**config.mk**
```make
export PLATFORM = sky130hd
export DESIGN_NAME = leaf_out_stream_arbiter
export DESIGN_NICKNAME = d
export VERILOG_FILES = /design/src/rtl/leaf_out_stream_arbiter.sv
export SDC_FILE = /design/constraint.sdc
export NUM_CORES = 1
export LEC_CHECK = 0
export CAP_MARGIN = 20
export CORE_MARGIN = 4
export CORE_UTILIZATION = 36
export DETAILED_ROUTE_END_ITERATION = 12
export MAX_ROUTING_LAYER = met4
export PLACE_DENSITY_LB_ADDON = 0.1
export REMOVE_ABC_BUFFERS = 1
export SETUP_SLACK_MARGIN = 0.15
export SKIP_LAST_GASP = 1
export SYNTH_ARGS = -nofsm -noshare
export SYNTH_HDL_FRONTEND = slang
export SYNTH_SLANG_ARGS = --single-unit
```
**constraint.sdc**
```tcl
create_clock -name clk_user -period 1.99 [get_ports clk_user]
set_input_delay 0.4975 -clock clk_user [delete_from_list [all_inputs] [get_ports clk_user]]
set_output_delay 0.4975 -clock clk_user [all_outputs]
set_load 0.005 [all_outputs]
```
**src/rtl/leaf_out_stream_arbiter.sv**
```systemverilog
// Round-robin arbiter multiplexing NUM_STREAMS ap_vld/ap_ack user streams onto one
// tagged output port, with a one-entry output register and bounded bursts per grant.
module leaf_out_stream_arbiter #(
   parameter int NUM_STREAMS  = 4,
   parameter int ID_BITS      = 2,
   parameter int PAYLOAD_BITS = 32,
   parameter int MAX_BURST    = 4
) (
   input  logic                                clk_user,
   input  logic                                reset,
   input  logic [NUM_STREAMS*PAYLOAD_BITS-1:0] din_user2arb,
   input  logic [NUM_STREAMS-1:0]              vld_user2arb,
   output logic [NUM_STREAMS-1:0]              ack_arb2user,
   output logic [PAYLOAD_BITS-1:0]             dout_arb2interface,
   output logic [ID_BITS-1:0]                  tag_arb2interface,
   output logic                                vld_arb2interface,
   input  logic                                ack_interface2arb,
   output logic [ID_BITS-1:0]                  grant_id,
   output logic                                busy
);
   localparam int CNT_W = $clog2(MAX_BURST + 1);

   typedef enum logic {S_IDLE, S_GRANT} state_t;

   state_t                  state_q, state_d;
   logic [ID_BITS-1:0]      last_grant_q, last_grant_d;
   logic [ID_BITS-1:0]      grant_id_q, grant_id_d;
   logic [CNT_W-1:0]        burst_cnt_q, burst_cnt_d;
   logic                    out_vld_q, out_vld_d;
   logic [PAYLOAD_BITS-1:0] out_data_q, out_data_d;
   logic [ID_BITS-1:0]      out_tag_q, out_tag_d;

   logic                    out_free;
   logic                    in_xfer;
   logic                    grant_vld;
   logic [PAYLOAD_BITS-1:0] grant_data;
   logic                    found;
   logic [ID_BITS-1:0]      pick;

   always_ff @(posedge clk_user or posedge reset) begin
      if (reset) begin
         state_q      <= S_IDLE;
         last_grant_q <= ID_BITS'(NUM_STREAMS - 1);
         grant_id_q   <= '0;
         burst_cnt_q  <= '0;
         out_vld_q    <= 1'b0;
         out_data_q   <= '0;
         out_tag_q    <= '0;
      end else begin
         state_q      <= state_d;
         last_grant_q <= last_grant_d;
         grant_id_q   <= grant_id_d;
         burst_cnt_q  <= burst_cnt_d;
         out_vld_q    <= out_vld_d;
         out_data_q   <= out_data_d;
         out_tag_q    <= out_tag_d;
      end
   end

   // Granted stream's vld/data, plus the round-robin winner: first requester above last_grant, else lowest.
   always_comb begin
      grant_vld  = 1'b0;
      grant_data = '0;
      found      = 1'b0;
      pick       = '0;
      for (int j = 0; j < NUM_STREAMS; j++) begin
         if (grant_id_q == ID_BITS'(j)) begin
            grant_vld  = vld_user2arb[j];
            grant_data = din_user2arb[j*PAYLOAD_BITS +: PAYLOAD_BITS];
         end
      end
      for (int j = 0; j < NUM_STREAMS; j++) begin
         if (!found && vld_user2arb[j] && (j > int'(last_grant_q))) begin
            found = 1'b1;
            pick  = ID_BITS'(j);
         end
      end
      for (int j = 0; j < NUM_STREAMS; j++) begin
         if (!found && vld_user2arb[j]) begin
            found = 1'b1;
            pick  = ID_BITS'(j);
         end
      end
   end

   always_comb begin
      state_d      = state_q;
      last_grant_d = last_grant_q;
      grant_id_d   = grant_id_q;
      burst_cnt_d  = burst_cnt_q;
      case (state_q)
         S_IDLE: begin
            if (|vld_user2arb) begin
               grant_id_d  = pick;
               burst_cnt_d = '0;
               state_d     = S_GRANT;
            end
         end
         S_GRANT: begin
            if (!grant_vld) begin
               state_d      = S_IDLE;
               last_grant_d = grant_id_q;
            end else if (out_free) begin
               burst_cnt_d = burst_cnt_q + CNT_W'(1);
               if (burst_cnt_q == CNT_W'(MAX_BURST - 1)) begin
                  state_d      = S_IDLE;
                  last_grant_d = grant_id_q;
               end
            end
         end
         default: state_d = S_IDLE;
      endcase
   end

   // Output register: drain and reload in the same cycle keeps full rate.
   always_comb begin
      out_vld_d  = out_vld_q;
      out_data_d = out_data_q;
      out_tag_d  = out_tag_q;
      if (in_xfer) begin
         out_vld_d  = 1'b1;
         out_data_d = grant_data;
         out_tag_d  = grant_id_q;
      end else if (ack_interface2arb) begin
         out_vld_d = 1'b0;
      end
   end

   always_comb begin
      out_free     = !out_vld_q || ack_interface2arb;
      in_xfer      = (state_q == S_GRANT) && grant_vld && out_free;
      ack_arb2user = '0;
      for (int j = 0; j < NUM_STREAMS; j++) begin
         if (in_xfer && (grant_id_q == ID_BITS'(j))) ack_arb2user[j] = 1'b1;
      end
      busy               = (state_q == S_GRANT);
      grant_id           = grant_id_q;
      vld_arb2interface  = out_vld_q;
      dout_arb2interface = out_data_q;
      tag_arb2interface  = out_tag_q;
   end

endmodule

```
==> results.cfg, run 1 <==
[status]
status = complete, no violations

[timing]
hold_slack_ns = 0.485
rsz0062_at_grt = yes
final.setup.tns_ns = 0
setup_viol = 0
slew_headroom_pct = 68.8
worst_pin_slew_ns = 0.467
finalMaxSlewViolations = 0
hold_viol_final = 0
min_period_ns = 1.97
finalCritPeriodShare_pct = 99.0
skew_ns = 0.00766
fmax_mhz = 508

[power]
p_leak_nw = 2.00
intPower_mw = 4.33
finalPower_mw = 6.27
switching_power_mw = 1.94
power.density_mw_per_mm2 = 1280
comb_power_share_pct = 63.3
pwr-share-clk_pct = 11.2
seqPwrFrac_pct = 25.5
sw_frac_of_total_pct = 31.0
peakVddDrop_mv = 0.750

[cts]
cts-root-buf = clkbuf_8
cts.path.max_buffers = 2
cts_sinks = 43
clk_pin_slew_worst_paths_ns = 0.08
postCtsHoldBufs = 0
numCtsBuffers = 5
cts_tree = yes
clk_latency_ns = 0.30
h-tree-depth = 2

[routing]
viasPerCell = 4.89
vias = 2362
drc = 0
drt_pass1_iterations = 4
drt_iter0_markers = 48
wl_per_cell_um = 17.3
wl_mm = 8.37
antenna_left = 0

[critical_path]
critPathKind = flop to primary output
rrSetupSlack_ns = 0.05
ff2ff_path_depth = 7
crit_path_start_kind = flop
crit_arrival_ns = 1.47
r2r_start = grant_id[1]$_DFFE_PP0P_
cp_max_fo = 4
crit_path_end_kind = primary output
crit_start = grant_id[1]$_DFFE_PP0P_
r2r_end = dout_arb2interface[10]$_DFFE_PP0P_
required_ns = 1.49
endpoint = ack_arb2user[2]

[placement]
place_inst = 461
gp_congestion = 0.866
numPortBuffers = 176
place.detailed.hpwl_mm = 6.68

[layout]
syn2layout_area_growth_pct = 86.7
nets = 523
drive_gt1_share_pct = 31.8
fin_cells = 483
n_antenna_cell = 0

[synthesis]
ys_seq_area_share_pct = 41.2
synthFlopType = dfrtp_1
synth.cell_area_mm2 = 0.00262
ys_top_cells_by_area = dfrtp_1 (39%), mux4_2 (28%), mux2_2 (13%)
netlist.top_cell.by_area = dfrtp_1
syn_inst = 179
synth-seq-cells = 43
yosys_warnings = 0
synth_edf_count = 0
ys_types = 30
synth_top_area_share_pct = 39.2
avgSynthCellArea_um2 = 14.6
async_flop_share_pct = 100

[flow_run]
cap_violations = 0

[die]
rows = 30
die_w_um = 93.3
die_area_mm2 = 0.00870
core_mm2 = 0.00694
start_util_pct = 37.7
io_pins = 177
dieHeight_um = 93.3

[global_route]
antenna_found_initial = 0
grt_pass1_vias = 2595
grt_max_degree = 28
grt_pass1_wl_mm = 12.8
grt_overflow = 0
grt_usage_pct = 19.3

[hold_path]
hold_path_class = flop to flop
min_from = burst_cnt_q[0]$_DFFE_PP0P_
[worst max-delay path, cell delays in order, from the launching register on]
cell and delay, ns:
dfrtp_2 0.45, mux2i_2 0.18, nor3b_2 0.21, nand2_1 0.12, nor2_1 0.09, buf_2 0.12
[flip-flops by register name, indices dropped and copies added, names as in the netlist]
| signal | cells |
|---|---|
| dout_arb2interface | 32 |
| tag_arb2interface | 2 |
| last_grant_q | 2 |
| vld_arb2interface | 1 |
| grant_id | 2 |
| burst_cnt_q | 3 |
| busy | 1 |
[through the flow]
step / setup WS, ns / instance area (um^2) / util [%]
finish: 0.0208 / 4890 / 70.4
global route: -0.0716 / 4890 / 70.4
CTS: 0.0352 / 4800 / 69.2
detailed placement: -0.616 / 4600 / 66.3
global placement: -0.581 / 4600 / 66.3
floorplan: -1.04 / 2540 / -
[cells by family (layout without fill, tap and decap cells)]
| kind of cell | count (synthesis) | after routing | share of synthesized area (%) |
|---|---|---|---|
| simple gates | 31 | 31 | 6.17 |
| mux | 72 | 72 | 44.5 |
| compound gates | 14 | 14 | 3.59 |
| flops | 43 | 43 | 41.2 |
| fa+ha+maj | 2 | 2 | 0.956 |
| buf+inv | 17 | 225 | 3.63 |
[cell usage after synthesis (2+ instances only)]
master / instances
nor4_1: 2
buf_2: 4
nand2_1: 10
mux4_2: 32
mux2_2: 30
inv_1: 5
nand2b_1: 2
mux2_1: 4
a21oi_1: 3
nor2b_1: 2
buf_6: 3
dfstp_2: 2
nand3_1: 5
mux2i_1: 6
nor2_1: 5
o21ai_0: 6
clkbuf_1: 3
dfrtp_1: 41
a21o_1: 2
ha_1: 2
[per-layer routing]
| metal | global-route usage (%) | vias up | routed length (um) |
|---|---|---|---|
| met5 | - | - | 0 |
| met4 | 5.37 | 0 | 142 |
| met3 | 4.67 | 15 | 639 |
| met2 | 34.2 | 96 | 4420 |
| met1 | 21.8 | 1139 | 3170 |
| li1 | - | 1112 | - |
[power by group through the flow]
| stage | sequential (mW) | clock [mW] | combinational, mW |
|---|---|---|---|
| after global routing | 1.67 | 0.763 | 4.26 |
| after detailed placement | 1.62 | 0 | 3.66 |
| final | 1.60 | 0.702 | 3.97 |
| after global placement | 1.60 | 0 | 3.61 |
| after CTS | 1.60 | 0.726 | 3.85 |
| after floorplan | 1.86 | 0 | 1.65 |
[cells in the final DEF (no fill, tap or decap), types with 2 or more instances in the layout]
master           instances
ha_1                     2
buf_6                    3
buf_12                   4
o21ai_0                  6
mux2i_2                  2
dlygate4sd2_1            4
dfstp_2                  2
nand2b_1                 2
nand2_1                 10
inv_1                    4
mux4_2                  32
mux2_2                  29
clkdlybuf4s50_1        166
nand3_1                  5
a21oi_1                  3
dfrtp_2                  2
buf_2                    4
dfrtp_1                 39
a21o_1                   2
clkbuf_8                 6
mux2_1                   4
mux2i_1                  4
buf_4                   29
nor2_1                   5
[worst min-delay path by stage]
stage / end / slack (ns) / cells after the start
6_report: burst_cnt_q[0]$_DFFE_PP0P_ / 0.49 / 1
4_1_cts: burst_cnt_q[0]$_DFFE_PP0P_ / 0.49 / 1
3_3_place_gp: burst_cnt_q[0]$_DFFE_PP0P_ / 0.47 / 1
5_1_grt: burst_cnt_q[0]$_DFFE_PP0P_ / 0.50 / 1
2_1_floorplan: burst_cnt_q[0]$_DFFE_PP0P_ / 0.45 / 1
3_5_place_dp: tag_arb2interface[0]$_DFFE_PP0P_ / 0.47 / 1
[area by class of cell]
| class | instances | area [um^2] |
|---|---|---|
| timing repair buffer | 212 | 2070 |
| fill | 524 | 2060 |
| multi-input combinational | 119 | 1480 |
| sequential | 43 | 1080 |
| tap | 96 | 120 |
| clock buffer | 6 | 82.6 |
| clock inverter | 2 | 35.0 |
| inverter | 5 | 18.8 |
[what timing repair did]
action	in CTS	in global routing
buffers inserted	7	7
endpoints found under the setup margin	41	40
cloned	0	0
pin swaps	6	5
gates resized for setup	29	10
(Power assumes the default switching activity.)
==> inputs of run 2 (changes only) <==
--- a/config.mk
+++ b/config.mk
@@ -7,7 +7,8 @@
 export LEC_CHECK = 0
 export CAP_MARGIN = 20
 export CORE_MARGIN = 4
-export CORE_UTILIZATION = 36
+export CORE_UTILIZATION = 37
+export CTS_BUF_LIST = sky130_fd_sc_hd__clkbuf_4
 export DETAILED_ROUTE_END_ITERATION = 12
 export MAX_ROUTING_LAYER = met4
 export PLACE_DENSITY_LB_ADDON = 0.1
==> run 2 against run 1 <==
  * The run now ends with negative setup slack left
  * Sequential power about the same
  * Global-route usage up 1.3 points
  * Critical path depth down 3
  * Flip-flop and latch count unchanged
  * Non-clock buffer count up 1
  * Hold slack worse by 0.028 ns
  * Critical path type unchanged
==> results.cfg, run 2 (synthesis gave the netlist of run 1 again) <==
[global_route]
grt_pass1_vias = 2593
grt_pass1_wl_mm = 13.3
grt_overflow = 0
grt_usage_pct = 20.7
antenna_found_initial = 0
grt_max_degree = 27

[timing]
rsz0062_at_grt = yes
hold_viol_final = 0
worst_pin_slew_ns = 0.432
fmax_mhz = 477
min_period_ns = 2.10
finalMaxSlewViolations = 0
slew_headroom_pct = 71.2
finalCritPeriodShare_pct = 105
skew_ns = 0.0134
finalWorstSetupSlack_ns = -0.108
setup_viol = 5

[critical_path]
crit_arrival_ns = 1.60
cp_max_fo = 14
critPathKind = flop to primary output
crit_path_end_kind = primary output
cp_slowest_stage_delay_ns = 0.55
crit_path_top_delay_cell = clkdlybuf4s50_1
crit_chain = buf_4, clkdlybuf4s50_1
crit_path_start_kind = flop
required_ns = 1.49

[flow_run]
cap_violations = 0

[layout]
register_area_mm2 = 0.00108
final_cell_mix = clkdlybuf4s50_1 (164), dfrtp_1 (39), mux4_2 (32)
layout_commonest_cell = clkdlybuf4s50_1
nets = 524
n_antenna_cell = 0
drive_gt1_share_pct = 33.5
fin_cells = 484
finalInstanceArea_mm2 = 0.00499
multiInputGateArea_mm2 = 0.00152
syn2layout_area_growth_pct = 90.6
fill_cells = 512
largest_register_ffs = 32

[cts]
numCtsBuffers = 5
h-tree-depth = 2
clk_latency_ns = 0.34
cts_sinks = 43
clk_pin_slew_worst_paths_ns = 0.13
cts-root-buf = clkbuf_4
cts_tree = yes
cts.path.max_buffers = 2
postCtsHoldBufs = 0

[power]
peakVddDrop_mv = 0.900
power.density_mw_per_mm2 = 1300
finalPower_mw = 6.47
p_leak_nw = 2.07

[placement]
numPortBuffers = 176
place_area_mm2 = 0.00461
pre_cts_ws_ns = -0.496
place_inst = 459
gp_congestion = 0.782
place.detailed.hpwl_mm = 6.79

[routing]
wl_per_cell_um = 18.9
vias = 2435
drt_iter0_markers = 56
wl_mm = 9.14
drt_pass1_iterations = 4
antenna_left = 0
drc = 0
viasPerCell = 5.03

[die]
start_util_pct = 38.3
dieHeight_um = 92.1
io_pins = 177
core_mm2 = 0.00683
die_area_mm2 = 0.00848
die_w_um = 92.1
rows = 30

[status]
violations = negative setup slack
status = complete, but fails checks

[hold_path]
hold_path_class = primary input to asynchronous set/reset pin
## run 2: changes by cell type in the layout (fill, tap and decap cells not counted), sizes merged
cell,change
clkbuf,+5
buf,-4
dlygate4sd2,+3
clkdlybuf4s50,-2
bufbuf,+1
bufinv,-1
clkdlybuf4s15,-1
## run 2: final cells by class
class                   count  share of cell area (%)
clock inverters             1                   0.100
flip-flops and latches     43                    21.7
well taps                  96                    2.41
inverters                   5                   0.426
repair buffers            213                    43.8
clock buffers               7                    1.05
multi-input cells         119                    30.5
## run 2: report_power, final
group,switching (mW),internal (mW),total [mW]
clock network,0.269,0.165,0.435
registers,0.269,1.35,1.61
logic,1.52,2.90,4.42
## run 2: path summary, 6_finish.rpt
| kind | slack (ns) | cells after the start | startpoint | end |
|---|---|---|---|---|
| max reg2reg | 0.05 | 8 | grant_id[1]$_DFFE_PP0P_ | dout_arb2interface[7]$_DFFE_PP0P_ |
| min | 0.46 | 2 | reset | dout_arb2interface[12]$_DFFE_PP0P_ |
| min reg2reg | 0.49 | 1 | burst_cnt_q[0]$_DFFE_PP0P_ | burst_cnt_q[0]$_DFFE_PP0P_ |
| max | -0.11 | 2 | grant_id[1]$_DFFE_PP0P_ | grant_id[1] |
| min in group clk_user | 0.49 | 1 | burst_cnt_q[0]$_DFFE_PP0P_ | burst_cnt_q[0]$_DFFE_PP0P_ |
| max in group asynchronous | 1.04 | 3 | reset | dout_arb2interface[30]$_DFFE_PP0P_ |
## run 2: repair_timing
| action | CTS | global route |
|---|---|---|
| pin swaps | 4 | 4 |
| setup endpoints to repair | 40 | 41 |
| buffers inserted | 7 | 5 |
| gates resized for setup | 26 | 28 |
| cloned | 1 | 4 |
## run 2: stage by stage
step	hold WS (ns)	TNS, ns	utilization, %
2_1_floorplan	0.452	-39.88	-
3_3_place_gp	0.468	-9.45	67.5
3_5_place_dp	0.469	-11.13	67.5
4_1_cts	0.445	-0.608	69.9
5_1_grt	0.490	-0.882	73.0
6_report	0.457	-0.322	73.0
## run 2: per-layer routing
metal | global-route usage [%] | up-vias | routed length [um]
li1 | - | 1114 | -
met1 | 22.3 | 1208 | 3410
met2 | 37.4 | 102 | 4950
met3 | 5.33 | 11 | 658
met4 | 5.94 | 0 | 121
met5 | - | - | 0
## run 2: worst max-delay path: cells and delay by family, from the launching register on
kind	cells	cell delay, ns
buffers and inverters	2	0.81
DFF	1	0.44
==> inputs of run 3 (changes only) <==
--- a/config.mk
+++ b/config.mk
@@ -5,7 +5,6 @@
 export SDC_FILE = /design/constraint.sdc
 export NUM_CORES = 1
 export LEC_CHECK = 0
-export CAP_MARGIN = 20
 export CORE_MARGIN = 4
 export CORE_UTILIZATION = 37
 export CTS_BUF_LIST = sky130_fd_sc_hd__clkbuf_4
==> results of run 3 <==
Final layout, timing and power as in run 2 (identical DEF).
